## src/rtl/sub_scheduler.sv

```systemverilog
// sub_scheduler: round-robin arbiter sharing one Subtractor datapath among N_REQ channels.
// Define SUBSCHED_TIMEOUT_EN to build the WAIT-state timeout abort (res_err); otherwise res_err is 0.
module sub_scheduler #(
   parameter int unsigned N_REQ   = 4,
   parameter int unsigned DATA_W  = 32,
   parameter int unsigned TIMEOUT = 16
) (
   input  logic                     M100CLK,
   input  logic                     reset,
   input  logic [N_REQ-1:0]         req_valid,
   input  logic [N_REQ*DATA_W-1:0]  req_i,
   input  logic [N_REQ*DATA_W-1:0]  req_q,
   output logic [N_REQ-1:0]         req_grant,
   output logic [DATA_W-1:0]        sub_i,
   output logic [DATA_W-1:0]        sub_q,
   output logic                     sub_reset,
   input  logic                     sub_ready,
   input  logic [DATA_W-1:0]        sub_sum,
   output logic                     res_valid,
   input  logic                     res_ready,
   output logic [$clog2(N_REQ)-1:0] res_tag,
   output logic [DATA_W-1:0]        res_sum,
   output logic                     res_err,
   output logic                     busy
);

   localparam int unsigned PTR_W = $clog2(N_REQ);

   localparam logic [1:0] S_IDLE  = 2'd0;
   localparam logic [1:0] S_ISSUE = 2'd1;
   localparam logic [1:0] S_WAIT  = 2'd2;
   localparam logic [1:0] S_HOLD  = 2'd3;

   localparam logic [PTR_W-1:0] PTR_LAST = PTR_W'(N_REQ - 1);
   localparam logic [PTR_W-1:0] PTR_ONE  = PTR_W'(1);

   if (N_REQ < 2 || N_REQ > 8 || DATA_W < 1 || TIMEOUT < 1) begin : g_param_check
      $error("sub_scheduler: illegal parameter set");
   end

   logic [1:0]        state_q,     state_d;
   logic [PTR_W-1:0]  rr_ptr_q,    rr_ptr_d;
   logic [PTR_W-1:0]  winner_q,    winner_d;
   logic [DATA_W-1:0] sub_i_q,     sub_i_d;
   logic [DATA_W-1:0] sub_q_q,     sub_q_d;
   logic [N_REQ-1:0]  grant_q,     grant_d;
   logic              res_valid_q, res_valid_d;
   logic [PTR_W-1:0]  res_tag_q,   res_tag_d;
   logic [DATA_W-1:0] res_sum_q,   res_sum_d;

`ifdef SUBSCHED_TIMEOUT_EN
   localparam int unsigned TMO_W = $clog2(TIMEOUT + 1);
   localparam logic [TMO_W-1:0] TMO_LAST = TMO_W'(TIMEOUT - 1);
   localparam logic [TMO_W-1:0] TMO_ONE  = TMO_W'(1);

   logic [TMO_W-1:0]  tmo_cnt_q,   tmo_cnt_d;
   logic              res_err_q,   res_err_d;
`endif

   // First asserted request at or after rr_ptr, searching upward with wrap.
   logic             arb_found;
   logic [PTR_W-1:0] arb_idx;

   always_comb begin
      logic [PTR_W-1:0] cand;
      arb_found = 1'b0;
      arb_idx   = '0;
      cand      = rr_ptr_q;
      for (int unsigned off = 0; off < N_REQ; off++) begin
         if (!arb_found && req_valid[cand]) begin
            arb_found = 1'b1;
            arb_idx   = cand;
         end
         cand = (cand == PTR_LAST) ? '0 : cand + PTR_ONE;
      end
   end

   always_comb begin
      state_d     = state_q;
      rr_ptr_d    = rr_ptr_q;
      winner_d    = winner_q;
      sub_i_d     = sub_i_q;
      sub_q_d     = sub_q_q;
      grant_d     = '0;
      res_valid_d = res_valid_q;
      res_tag_d   = res_tag_q;
      res_sum_d   = res_sum_q;
`ifdef SUBSCHED_TIMEOUT_EN
      tmo_cnt_d   = tmo_cnt_q;
      res_err_d   = res_err_q;
`endif

      case (state_q)
         S_IDLE: begin
            if (arb_found) begin
               winner_d          = arb_idx;
               sub_i_d           = req_i[arb_idx*DATA_W +: DATA_W];
               sub_q_d           = req_q[arb_idx*DATA_W +: DATA_W];
               grant_d[arb_idx]  = 1'b1;
               state_d           = S_ISSUE;
            end
         end
         S_ISSUE: begin
`ifdef SUBSCHED_TIMEOUT_EN
            tmo_cnt_d = '0;
`endif
            state_d = S_WAIT;
         end
         S_WAIT: begin
            if (sub_ready) begin
               res_sum_d   = sub_sum;
               res_valid_d = 1'b1;
               res_tag_d   = winner_q;
               state_d     = S_HOLD;
            end
`ifdef SUBSCHED_TIMEOUT_EN
            else if (tmo_cnt_q == TMO_LAST) begin
               res_sum_d   = '0;
               res_valid_d = 1'b1;
               res_err_d   = 1'b1;
               res_tag_d   = winner_q;
               state_d     = S_HOLD;
            end else begin
               tmo_cnt_d = tmo_cnt_q + TMO_ONE;
            end
`endif
         end
         S_HOLD: begin
            if (res_valid_q && res_ready) begin
               res_valid_d = 1'b0;
               rr_ptr_d    = (winner_q == PTR_LAST) ? '0 : winner_q + PTR_ONE;
               state_d     = S_IDLE;
`ifdef SUBSCHED_TIMEOUT_EN
               res_err_d   = 1'b0;
`endif
            end
         end
         default: state_d = S_IDLE;
      endcase
   end

   always_ff @(posedge M100CLK) begin
      if (!reset) begin
         state_q     <= S_IDLE;
         rr_ptr_q    <= '0;
         winner_q    <= '0;
         sub_i_q     <= '0;
         sub_q_q     <= '0;
         grant_q     <= '0;
         res_valid_q <= 1'b0;
         res_tag_q   <= '0;
         res_sum_q   <= '0;
`ifdef SUBSCHED_TIMEOUT_EN
         tmo_cnt_q   <= '0;
         res_err_q   <= 1'b0;
`endif
      end else begin
         state_q     <= state_d;
         rr_ptr_q    <= rr_ptr_d;
         winner_q    <= winner_d;
         sub_i_q     <= sub_i_d;
         sub_q_q     <= sub_q_d;
         grant_q     <= grant_d;
         res_valid_q <= res_valid_d;
         res_tag_q   <= res_tag_d;
         res_sum_q   <= res_sum_d;
`ifdef SUBSCHED_TIMEOUT_EN
         tmo_cnt_q   <= tmo_cnt_d;
         res_err_q   <= res_err_d;
`endif
      end
   end

   assign req_grant = grant_q;
   assign sub_i     = sub_i_q;
   assign sub_q     = sub_q_q;
   assign sub_reset = (state_q == S_IDLE) || (state_q == S_HOLD);
   assign busy      = (state_q != S_IDLE);
   assign res_valid = res_valid_q;
   assign res_tag   = res_tag_q;
   assign res_sum   = res_sum_q;
`ifdef SUBSCHED_TIMEOUT_EN
   assign res_err   = res_err_q;
`else
   assign res_err   = 1'b0;
`endif

endmodule

```

## config.mk

```make
export PLATFORM = sky130hd
export DESIGN_NAME = sub_scheduler
export DESIGN_NICKNAME = d
export VERILOG_FILES = /design/src/rtl/sub_scheduler.sv
export SDC_FILE = /design/constraint.sdc
export NUM_CORES = 1
export LEC_CHECK = 0
export CORE_AREA = 2 2 154 156
export CTS_CLUSTER_DIAMETER = 80
export DETAILED_ROUTE_END_ITERATION = 7
export DIE_AREA = 0 0 156 158
export HOLD_SLACK_MARGIN = 0.12
export SLEW_MARGIN = 20
export SYNTH_ARGS = -nofsm -noshare
export SYNTH_HDL_FRONTEND = slang
export SYNTH_SLANG_ARGS = --single-unit
```

## constraint.sdc

```tcl
create_clock -name M100CLK -period 3.8 [get_ports M100CLK]
set_clock_uncertainty 0.15 [all_clocks]
set_input_delay 0.95 -clock M100CLK [delete_from_list [all_inputs] [get_ports M100CLK]]
set_output_delay 0.95 -clock M100CLK [all_outputs]
set_load 0.05 [all_outputs]
```

==> results.yml <==
cts:
  ctsResizeCount: 0
  clock_latency_ns: 0.36
  cts_hold_buffers: 0
  htreeDepth: 3
  clock-sinks: 109
  cts_tree: "built"
  tritoncts.num_buffers: 9
  path_clk_slew_ns: 0.09
  postCtsSetupBuffers: 0
  clockRootBuffer: "clkbuf_16"
  clockBufferDepth: 2
layout:
  final_util_pct: 47.0
  syn_to_final_growth_pct: 72.7
  drive_gt1_share_pct: 12.0
  fin_nets: 1354
  fin_area_sq_mm: 0.0108
power:
  static-leakage-power_nw: 3.85
  ir_worst_vdd_uv: 328
  p_seq_share_pct: 27.1
  switching_share_pct: 47.8
  p_comb_share_pct: 57.1
  p_switching_mw: 2.98
  p_total_mw: 6.24
  p_int_mw: 3.25
  power.density_mw_per_mm2: 576
  clkPwrFrac_pct: 15.8
sta:
  max_freq_mhz: 300
  slew_headroom_pct: 54.8
  final-setup-viol-count: 0
  finalHoldViolations: 0
  finalCritPeriodShare_pct: 87.6
  worst_pin_slew_ns: 0.677
  drv_slew: 0
  setup_tns_ns: 0
  fin_crit_ns: 3.33
  rsz0062_at_grt: "false"
  hold_slack_ns: 0.307
worst_hold_path:
  hold_start: "res_sum[1]"
  holdCritPathClass: "reg2reg"
logic_synthesis:
  syn_avg_cell_area_sq_um: 9.13
  synth_top_cell_area_share_pct: 34.8
  netlist_area_sq_mm: 0.00627
  syn_inst: 687
  synth_cell_types: 41
  ys_top_cells_by_area: "dfxtp_1 35%, a211oi_2 14%, mux2i_1 11%"
  yosysMostFrequentCell: "dfxtp_1"
  ys.flop_type: "dfxtp_1"
  syn_nets: 988
  async_reset_ff_share_pct: 0
  synth-edff-count: 0
  synth-seq-area-share_pct: 34.8
  synth-seq-cells: 109
  yosysWarnings: 0
  ys_top_cells_by_count: "109 x dfxtp_1, 75 x nand2_1, 72 x a211oi_2"
  yosysTopAreaCell: "dfxtp_1"
routing:
  ant_nets: 0
  routedWlPerCell_microns: 19.9
  via_per_inst: 4.95
  wirelength_microns: 26900
  num_vias: 6683
  dr.pass1.iters: 4
  drt_first_iter_violations: 270
  drc_errors: 0
grt:
  gr-usage-all-layers_pct: 20.5
  grt_max_degree: 67
  grt_overflow_total: 0
  grt_pass1_vias: 6452
  antenna_found_initial: 1
  grt_pass1_wl_microns: 38700
worst_setup_path:
  worst_setup_path_end_kind: "register"
  cp.required_ns: 3.88
  worst_r2r_startpoint: "rr_ptr_q[1]"
  cp_max_fo: 56
  crit_arrival_ns: 3.41
  cp-start-kind: "input port"
  worstSetupStartpoint: "req_valid[2]"
  path_class: "in2reg"
die:
  dieWidth_microns: 156
  initial_core_util_pct: 27.2
  row_count: 56
  fp.dieArea_sq_mm: 0.0246
  core-area_sq_mm: 0.0231
  fp.dieH_microns: 158
  io_pins: 402
placement:
  dp_hpwl_microns: 19900
  port_buffers: 400
  dpl_cell_area_sq_mm: 0.0105
  gp_congestion: 0.848
outcome:
  status: "complete, no violations"
flow_run:
  cap_viol_max_count: 0
routing by layer:
metal | track usage [%] | vias up | wire length, microns
li1 | - | 3281 | -
met1 | 24.6 | 3121 | 11000
met2 | 36.4 | 252 | 13500
met3 | 4.65 | 29 | 1780
met4 | 6.73 | 0 | 537
met5 | 0 | - | 0
area by class of cell:
cell class              instances  area, sq um
fillers                      2236        12200
diodes                          1         2.50
well taps                     290          363
clock inverters                 7         73.8
inverters                       7         26.3
flip-flops and latches        109         2180
repair buffers                428         4280
multi-input cells             498         3670
clock buffers                   9          225
stage by stage:
stage,worst slack (ns),cells
global placement,0.0884,1332
CTS,0.468,1348
global route,0.376,1349
floorplan,0.688,687
finish,0.471,1349
detailed placement,0.0778,1332
cell families (layout without fill, tap and decap cells):
kind of cell | after synthesis | after routing | share of synthesized area (%)
adder cells (fa/ha/maj) | 5 | 5 | 0.998
AND/OR/NAND/NOR | 172 | 172 | 13.7
other | 1 | 2 | 0.0598
AO/OA/AOI/OAI | 248 | 248 | 31.5
buffers and inverters | 80 | 451 | 7.16
flip-flops | 109 | 109 | 34.8
multiplexers | 72 | 72 | 11.7
cells in the final DEF, fill, tap and decap left out, types with 2 or more instances in the layout:
master | netlist | routed
and2_1 | 2 | 2
inv_1 | 6 | 6
and3_1 | 66 | 66
o211ai_1 | 3 | 3
a211oi_2 | 72 | 72
clkdlybuf4s50_1 | 0 | 399
a21oi_1 | 41 | 41
o21ai_0 | 65 | 65
nor3_1 | 3 | 3
nand2b_1 | 2 | 2
ha_1 | 5 | 5
inv_8 | 0 | 2
nor2_1 | 10 | 10
clkbuf_16 | 0 | 9
or2_2 | 2 | 2
nand2_1 | 75 | 75
nor2b_1 | 3 | 3
a211oi_1 | 59 | 59
mux2i_1 | 71 | 71
clkinv_4 | 0 | 2
dfxtp_1 | 109 | 109
nand3_1 | 3 | 3
buf_12 | 4 | 6
buf_4 | 9 | 22
inv_6 | 0 | 2
power groups by stage:
stage | clock network [mW] | registers [mW] | logic, mW
2_1_floorplan | 0 | 2.89 | 1.01
3_3_place_gp | 0 | 1.71 | 3.58
3_5_place_dp | 0 | 1.71 | 3.58
4_1_cts | 1.01 | 1.69 | 3.59
5_1_grt | 1.06 | 1.73 | 3.73
6_report | 0.987 | 1.69 | 3.56
path summary, 6_finish.rpt:
check | to | depth (start not counted) | slack (ns)
worst max-delay path | sub_q[2] | 9 | 0.47
worst min-delay path | res_sum[1] | 2 | 0.31
worst max register to register | sub_q[2] | 8 | 0.74
worst min register to register | res_sum[1] | 2 | 0.31
critical path, cell delays in order:
cell and delay (ns):
clkdlybuf4s50_1 0.44, buf_4 0.18, or4_1 0.46, a21bo_1 0.21
a211oi_2 0.34, o221ai_4 0.16, buf_12 0.23, a211oi_1 0.31
a211oi_1 0.09
sequential cells by signal, summed over array words and instances, names as in the netlist:
name / cells
rr_ptr_q: 2
sub_q: 32
winner_q: 2
state_q: 2
res_tag: 2
res_sum: 32
req_grant: 4
sub_i: 32
res_valid: 1
(Power assumes the default switching activity.)
